## src/rtl/clk_div_pkg.sv

```systemverilog
// Shared constants and helpers for the multi-channel clock divider.
package clk_div_pkg;

  localparam int DIV_MIN = 2;

  // Width of a channel index: clog2 of the channel count, never less than 1.
  function automatic int chan_width(input int n);
    return (n > 1) ? $clog2(n) : 1;
  endfunction

endpackage

```

## src/rtl/clk_div_chan.sv

```systemverilog
// One divider channel: counter, active/pending divisor, registered clock and tick.
module clk_div_chan #(
  parameter int WIDTH       = 8,
  parameter int DEFAULT_DIV = 12
) (
  input  logic             clk_in,
  input  logic             reset,
  input  logic             en,
  input  logic             sync,
  input  logic             wr,
  input  logic [WIDTH-1:0] wr_div,
  output logic             clk_out,
  output logic             tick,
  output logic             pend
);

  logic [WIDTH-1:0] div_reg, cnt_reg, pend_div_reg, cnt_next;
  logic             clk_out_reg, tick_reg, pend_reg;
  logic             last, boundary;
  logic [WIDTH:0]   high_len;

  always_comb begin
    last     = (cnt_reg == div_reg - WIDTH'(1));
    cnt_next = last ? '0 : cnt_reg + WIDTH'(1);
    high_len = ({1'b0, div_reg} + (WIDTH+1)'(1)) >> 1;
    boundary = en && (sync || last);
  end

  always_ff @(posedge clk_in) begin
    if (reset) begin
      div_reg      <= WIDTH'(DEFAULT_DIV);
      cnt_reg      <= WIDTH'(DEFAULT_DIV - 1);
      pend_div_reg <= WIDTH'(DEFAULT_DIV);
      clk_out_reg  <= 1'b0;
      tick_reg     <= 1'b0;
      pend_reg     <= 1'b0;
    end else begin
      if (en) begin
        if (sync) begin
          cnt_reg     <= '0;
          clk_out_reg <= 1'b1;
          tick_reg    <= 1'b1;
        end else begin
          cnt_reg     <= cnt_next;
          clk_out_reg <= ({1'b0, cnt_next} < high_len);
          tick_reg    <= (cnt_next == '0);
        end
      end else begin
        tick_reg <= 1'b0;
      end
      // New divisor only lands on a period boundary; cnt=0 is high for any D.
      if (boundary && pend_reg) begin
        div_reg  <= pend_div_reg;
        pend_reg <= 1'b0;
      end
      // A write coinciding with a boundary is held for the next one.
      if (wr) begin
        pend_div_reg <= wr_div;
        pend_reg     <= 1'b1;
      end
    end
  end

  assign clk_out = clk_out_reg;
  assign tick    = tick_reg;
  assign pend    = pend_reg;

endmodule

```

## src/rtl/clk_div_multi.sv

```systemverilog
// Multi-channel programmable clock divider: write decode, error strobe and
// one clk_div_chan per output.
module clk_div_multi
  import clk_div_pkg::*;
#(
  parameter int CHANNELS    = 2,
  parameter int WIDTH       = 8,
  parameter int DEFAULT_DIV = 12
) (
  input  logic                            clk_in,
  input  logic                            reset,
  input  logic [CHANNELS-1:0]             en,
  input  logic                            sync,
  input  logic                            wr_en,
  input  logic [chan_width(CHANNELS)-1:0] wr_chan,
  input  logic [WIDTH-1:0]                wr_div,
  output logic [CHANNELS-1:0]             clk_out,
  output logic [CHANNELS-1:0]             tick,
  output logic [CHANNELS-1:0]             pend,
  output logic                            err
);

  localparam int CW = chan_width(CHANNELS);

  if (CHANNELS < 1 || CHANNELS > 8) begin : g_bad_channels
    $error("clk_div_multi: CHANNELS must be within 1..8");
  end
  if (DEFAULT_DIV < DIV_MIN || DEFAULT_DIV > (2 ** WIDTH) - 1) begin : g_bad_default
    $error("clk_div_multi: DEFAULT_DIV must be within 2..2^WIDTH-1");
  end

  logic wr_ok;
  logic err_reg;

  assign wr_ok = (wr_div >= WIDTH'(DIV_MIN)) && (32'(wr_chan) < CHANNELS);

  always_ff @(posedge clk_in) begin
    if (reset) begin
      err_reg <= 1'b0;
    end else begin
      err_reg <= wr_en && !wr_ok;
    end
  end

  assign err = err_reg;

  for (genvar gi = 0; gi < CHANNELS; gi++) begin : g_chan
    logic wr;
    assign wr = wr_en && wr_ok && (wr_chan == CW'(gi));

    clk_div_chan #(
      .WIDTH       (WIDTH),
      .DEFAULT_DIV (DEFAULT_DIV)
    ) u_chan (
      .clk_in  (clk_in),
      .reset   (reset),
      .en      (en[gi]),
      .sync    (sync),
      .wr      (wr),
      .wr_div  (wr_div),
      .clk_out (clk_out[gi]),
      .tick    (tick[gi]),
      .pend    (pend[gi])
    );
  end

endmodule

```

## config.mk

```make
export PLATFORM = sky130hd
export DESIGN_NAME = clk_div_multi
export DESIGN_NICKNAME = d
export VERILOG_FILES = /design/src/rtl/clk_div_pkg.sv /design/src/rtl/clk_div_chan.sv /design/src/rtl/clk_div_multi.sv
export SDC_FILE = /design/constraint.sdc
export NUM_CORES = 1
export LEC_CHECK = 0
export ABC_AREA = 1
export CORE_MARGIN = 3
export CORE_UTILIZATION = 64
export CTS_CLUSTER_SIZE = 14
export DETAILED_ROUTE_END_ITERATION = 8
export HOLD_SLACK_MARGIN = 0.03
export PLACE_DENSITY = 0.87
export SLEW_MARGIN = 20
export SYNTH_ARGS = -nofsm -noshare
export SYNTH_HDL_FRONTEND = slang
export SYNTH_SLANG_ARGS = --single-unit
```

## constraint.sdc

```tcl
create_clock -name clk_in -period 3.72 [get_ports clk_in]
set_input_delay 1.116 -clock clk_in [delete_from_list [all_inputs] [get_ports clk_in]]
set_output_delay 1.116 -clock clk_in [all_outputs]
set_load 0.01 [all_outputs]
```

==> results.py <==
metrics = {
    "clocking": {
        "htree_levels": 2,
        "post_cts_buffers": 0,
        "cts_resized": 0,
        "hold_buffers": 0,
        "cts.reportedPaths.clkPinSlew_ns": 0.10,
        "insertion_delay_ns": 0.30,
        "clock_sinks": 55,
        "cts_made_buffers": 5,
        "cts_buffer_depth": 2,
        "cts_tree": "yes",
        "cts_root_buffer": "clkbuf_8",
    },
    "sta": {
        "relSlewSlack_pct": 56.7,
        "hold_violations": 0,
        "finalSetupTns_ns": 0,
        "final.setup_skew_ns": 0.00573,
        "max_freq_mhz": 339,
        "setup_ws_ns": 0.767,
        "drv_slew": 0,
        "tightest_slew_ns": 0.648,
        "hold_slack_ns": 0.472,
        "rsz0062_at_grt": "false",
        "finalSetupViolCount": 0,
        "period_minus_slack_ns": 2.95,
        "post-route-period-util_pct": 79.4,
    },
    "yosys": {
        "synth_ff_type": "dfxtp_1",
        "synth_async_sr_flop_share_pct": 0,
        "syn_avg_cell_area_um2": 6.79,
        "syn_inst": 518,
        "syn-cell-area_um2": 3520,
        "synth_nets": 553,
        "ys_seq_area_share_pct": 31.3,
        "yosysUniqueCellTypes": 33,
        "synth_edf_count": 0,
        "synth_warnings": 0,
        "synth_seq_cells": 55,
    },
    "critical_path": {
        "slowest_stage": "dfxtp_1",
        "required_ns": 3.96,
        "cp_common_cell": "nand2_1",
        "critPathKind": "register to register",
        "cpPeakStageDelay_ns": 0.42,
        "cp_data_arrival_time_ns": 3.20,
        "cp_max_fo": 7,
        "critPathLaunchType": "register",
        "cp_cell_sequence": "inv_1 > ha_1 > inv_1 > nand2_1 > nand2_1 > nor2_1 > nand2_1 > nor2_1 > nand2_1 > nor2_2 > nand2_2 > inv_1 > nor2_1 > ha_1 > nand2_1 > nor2_1 > a211oi_1 > nand2_1 > a21oi_1",
        "end_kind": "register",
    },
    "die": {
        "fp.dieH_um": 80.1,
        "rows": 26,
        "die_w_um": 80.1,
        "dieArea_um2": 6420,
        "io_pins": 22,
        "initial_core_util_pct": 67.5,
        "core_region_area_um2": 5200,
    },
    "global_route": {
        "grtUsageMet1_pct": 33.4,
        "use_met3_pct": 4.26,
        "grtUsageTotal_pct": 25.6,
        "grt_pass1_wl_um": 13200,
        "grt_max_degree": 34,
        "grt_antenna_before_repair": 0,
        "grt_pass1_vias": 3039,
        "gr-total-overflow": 0,
        "gr-max-usage-layer": "met2",
        "use_met2_pct": 43.0,
    },
    "routing": {
        "vias": 3280,
        "drt_first_pass_iters": 6,
        "route.detailed.drc": 0,
        "ant_nets": 0,
        "wl_um": 7820,
        "viasPerCell": 5.48,
        "drtIter0Drc": 222,
        "wire_per_inst_um": 13.1,
    },
    "final_layout": {
        "fillCellCount": 421,
        "diodes": 0,
        "final-seq-area_um2": 1100,
        "final_cell_mix": "134 x nand2_1, 66 x nor2_1, 55 x dfxtp_1",
        "fin_area_um2": 3790,
        "nets": 563,
        "syn_to_final_growth_pct": 7.94,
        "multi_input_area_um2": 2060,
        "layout-drive-gt1-share_pct": 7.56,
        "layout_commonest_cell": "nand2_1",
    },
    "run": {
        "cap_violations": 0,
    },
    "placement": {
        "numPortBuffers": 21,
        "gp_congestion": 0.918,
        "post-dp-hpwl_um": 6040,
        "placed_area_um2": 3680,
        "post-place-ws_ns": 0.814,
    },
    "power_and_ir_drop": {
        "p_per_area_nw_per_um2": 356,
        "power.leakage_uw": 0.00173,
        "power_uw": 1350,
        "vdd_drop_max_mv": 0.281,
    },
    "hold_path": {
        "hold_path_class": "register to register",
    },
    "status": {
        "status": "finished clean",
    },
}
[logic make-up (layout without fill, tap and decap cells)]
group                      count (synthesis)  after routing  synth area share (%)
buffers and inverters                     76             87                  10.1
adders and majority gates                 20             20                  7.12
xor gates and xnor gates                  24             24                  5.98
AOI/OAI and AO/OA                         77             77                  12.2
DFF                                       55             55                  31.3
and+or+nand+nor                          266            266                  33.2
[power by group]
group	leakage (uW)	internal, uW	switching [uW]
clock	0.0000558	204	189
combinational	0.00122	115	191
sequential	0.000451	621	31.9
[area by class of cell]
cell class | count | share of cell area [%]
sequential | 55 | 29.0
clock buffer | 6 | 1.91
tap | 70 | 2.31
clock inverter | 2 | 1.02
multi-input combinational | 387 | 54.2
inverter | 57 | 5.77
timing repair buffer | 22 | 5.74
[stage by stage]
step,utilization (%),instances
6_report,72.9,599
5_1_grt,72.9,599
4_1_cts,72.9,599
3_3_place_gp,70.8,591
2_1_floorplan,-,518
3_5_place_dp,70.8,591
[worst max-delay path: cells and delay by family (launching register included)]
kind,cells,cell delay (ns)
compound gates,2,0.37
simple gates,12,1.05
fa+ha+maj,2,0.70
flops,1,0.42
buf+inv,3,0.35
[routing by layer]
metal / routed length, um / share of wire, %
met1: 3680 / 47
met5: 0 / 0
met2: 3600 / 46
met4: 97 / 1.2
met3: 448 / 5.7
[synth_stat cells, types with 3 or more instances]
| cell | instances | area [um^2] |
|---|---|---|
| xnor2_1 | 8 | 70.1 |
| ha_1 | 20 | 250 |
| buf_6 | 5 | 56.3 |
| inv_1 | 53 | 199 |
| nor3_1 | 6 | 30.0 |
| nand2_2 | 8 | 50.1 |
| o211ai_1 | 7 | 52.6 |
| dfxtp_1 | 55 | 1100 |
| nor2_1 | 66 | 248 |
| nand3_1 | 29 | 145 |
| nor2_2 | 6 | 37.5 |
| o21ai_0 | 25 | 125 |
| buf_4 | 7 | 52.6 |
| nand2_1 | 134 | 503 |
| nor3_2 | 6 | 60.1 |
| o21ai_1 | 4 | 20.0 |
| clkbuf_1 | 5 | 18.8 |
| a21oi_1 | 32 | 160 |
| o221ai_1 | 3 | 26.3 |
| xor2_1 | 16 | 140 |
[path summary, 6_finish.rpt]
path,slack [ns],cells after the start,endpoint,startpoint
worst max-delay path,0.77,19,g_chan[1].u_chan.clk_out$_SDFFE_PP0P_,g_chan[1].u_chan.div_reg[0]$_SDFFE_PP0P_
worst min-delay path,0.47,2,g_chan[1].u_chan.pend_div_reg[3]$_SDFFE_PP1P_,g_chan[1].u_chan.pend_div_reg[3]$_SDFFE_PP1P_
worst max register to register,0.77,19,g_chan[1].u_chan.clk_out$_SDFFE_PP0P_,g_chan[1].u_chan.div_reg[0]$_SDFFE_PP0P_
worst min register to register,0.47,2,g_chan[1].u_chan.pend_div_reg[3]$_SDFFE_PP1P_,g_chan[1].u_chan.pend_div_reg[3]$_SDFFE_PP1P_
Power figures use the tool's default switching activity.
==> RTL edit: new RTL, same flow settings <==
`WIDTH` is set to 8 in 2 places; all go to 9.
--- a/src/rtl/clk_div_chan.sv
+++ b/src/rtl/clk_div_chan.sv
@@ -1,6 +1,6 @@
 // One divider channel: counter, active/pending divisor, registered clock and tick.
 module clk_div_chan #(
-  parameter int WIDTH       = 8,
+  parameter int WIDTH       = 9,
   parameter int DEFAULT_DIV = 12
 ) (
   input  logic             clk_in,
--- a/src/rtl/clk_div_multi.sv
+++ b/src/rtl/clk_div_multi.sv
@@ -4,7 +4,7 @@
   import clk_div_pkg::*;
 #(
   parameter int CHANNELS    = 2,
-  parameter int WIDTH       = 8,
+  parameter int WIDTH       = 9,
   parameter int DEFAULT_DIV = 12
 ) (
   input  logic                            clk_in,
Ports: changed (resized wr_div); port bits go from 22 to 23. The function was not compared with the original's and may differ.
==> RTL edit against the unedited design <==
First-iteration DRC count up 26%; total power increased by 19%; synthesized area rose by 17%; routed wire length increased by 24%; highest routed layer unchanged; sequential cell count rose by 6; clock power up 49%; cell area increased by 17%; critical path depth is 1 lower; sequential share of layout area shrank 1.6 points; die area up 15%; core utilization grew 0.65 points; critical endpoint unchanged; clock skew rose by 5.7 ps; setup slack lost 77 ps; hold slack got worse by 11 ps.
==> RTL edit: results <==
[run_status]
status = completed

[synth]
netlist_top_cells_count = 178 x nand2_1, 67 x nor2_1, 61 x dfxtp_1, 60 x inv_1, 40 x a21oi_1
synth_ff_type = dfxtp_1
synth_nets = 666
synth_cell_types = 36
seq_area_frac_synth_pct = 29.7
ys_top_cells_by_area = dfxtp_1 30%, nand2_1 16%, ha_1 6.7%
syn_avg_cell_area_um2 = 6.54
synth-async-reset-ratio_pct = 0

[cts]
path_clk_slew_ps = 70
clk_latency_ps = 340
cts_made_buffers = 9
h-tree-depth = 3
cts_setup_buffers = 0

[pwr]
p_leak_nw = 2.09
vdd_ir_drop_max_mv = 0.309
swShare_pct = 29.9

[placement]
io_buffers = 22
dp_cells = 700
hpwl_um = 7520
place_congestion = 0.971
place_area_um2 = 4270

[sta]
holdWs_ps = 461
worstMarginPinSlew_ps = 614
hold_viol = 0
finClkSkew_ps = 11.4

[global_routing]
grtUsageTotal_pct = 27.6
antenna_found_initial = 0
first_global_vias = 3796
grt_pass1_wl_um = 16400
grt_max_degree = 35

[final_layout]
antenna_cells = 0
drive_gt1_share_pct = 8.42

[worst_hold_path]
hp-class = flip-flop to flip-flop

[routing]
vias_per_cell = 5.66
wl_met3_um = 838
wl_per_cell_um = 13.6
met2_length_um = 4480
num_vias = 4049
wl_met1_um = 4250
drt_first_pass_iters = 5
antenna_left = 0
drtIter0Drc = 280

[setup_path]
end_kind = flip-flop
critical_path.max_stage_delay_ps = 400
cp_max_fo = 12
worstSetupStartpoint = g_chan[1].u_chan.div_reg[0]$_SDFFE_PP0P_
r2r_setup_slack_ps = 690
startpoint_type = flip-flop
reg2reg_from = g_chan[1].u_chan.div_reg[0]$_SDFFE_PP0P_
r2r-end = g_chan[1].u_chan.clk_out$_SDFFE_PP0P_
r2r_cells = 18

[job]
maxCapViolations = 0
## RTL edit: worst min-delay path, cell delays in order (launching register included)
cell and delay, ps:
dfxtp_1 330, nand2_1 50, nand3_1 60
## RTL edit: layout make-up
| class | count | area (um2) |
|---|---|---|
| clock buffer | 12 | 145 |
| clock inverter | 4 | 47.5 |
| fill | 505 | 1600 |
| inverter | 77 | 292 |
| multi-input combinational | 463 | 2420 |
| sequential | 61 | 1220 |
| tap | 75 | 93.8 |
| timing repair buffer | 24 | 235 |
## RTL edit: routing by layer
layer / vias up / global-route usage [%]
met2: 175 / 45.8
met3: 22 / 6.34
met4: 0 / 9.21
met1: 1826 / 35.3
li1: 2026 / -
met5: - / 0
## RTL edit: kinds of logic (layout without fill, tap and decap cells)
family          Yosys count  after routing  synth area share (%)
flops                    61             61                  29.7
compound gates           87             87                  11.6
xor+xnor                 28             28                  5.97
buf+inv                 104            117                  11.2
simple gates            326            326                  34.8
fa+ha+maj                22             22                  6.71
## RTL edit: how the worst min path moves through the flow
stage	from	endpoint
global placement	g_chan[1].u_chan.pend_div_reg[6]$_SDFFE_PP0P_	g_chan[1].u_chan.div_reg[6]$_SDFFE_PP0P_
floorplan	g_chan[0].u_chan.pend_div_reg[2]$_SDFFE_PP1P_	g_chan[0].u_chan.div_reg[2]$_SDFFE_PP1P_
global route	g_chan[1].u_chan.pend_div_reg[1]$_SDFFE_PP0P_	g_chan[1].u_chan.div_reg[1]$_SDFFE_PP0P_
finish	g_chan[1].u_chan.pend_div_reg[3]$_SDFFE_PP1P_	g_chan[1].u_chan.div_reg[3]$_SDFFE_PP1P_
CTS	g_chan[1].u_chan.pend_div_reg[3]$_SDFFE_PP1P_	g_chan[1].u_chan.pend_div_reg[3]$_SDFFE_PP1P_
detailed placement	g_chan[1].u_chan.pend_div_reg[3]$_SDFFE_PP1P_	g_chan[1].u_chan.pend_div_reg[3]$_SDFFE_PP1P_
## RTL edit: metrics by stage
step                util (%)  setup slack, ps
floorplan                  -             1200
global placement        70.4              650
detailed placement      70.4              648
CTS                     73.6              717
global route            73.6              391
finish                  73.6              690
## RTL edit: power groups by stage
stage	Sequential (mW)	Combinational [mW]	Clock, mW
after CTS	0.720	0.308	0.588
after global placement	0.733	0.294	0
final	0.720	0.309	0.584
after floorplan	0.719	0.240	0
after detailed placement	0.734	0.305	0
after global routing	0.724	0.349	0.616
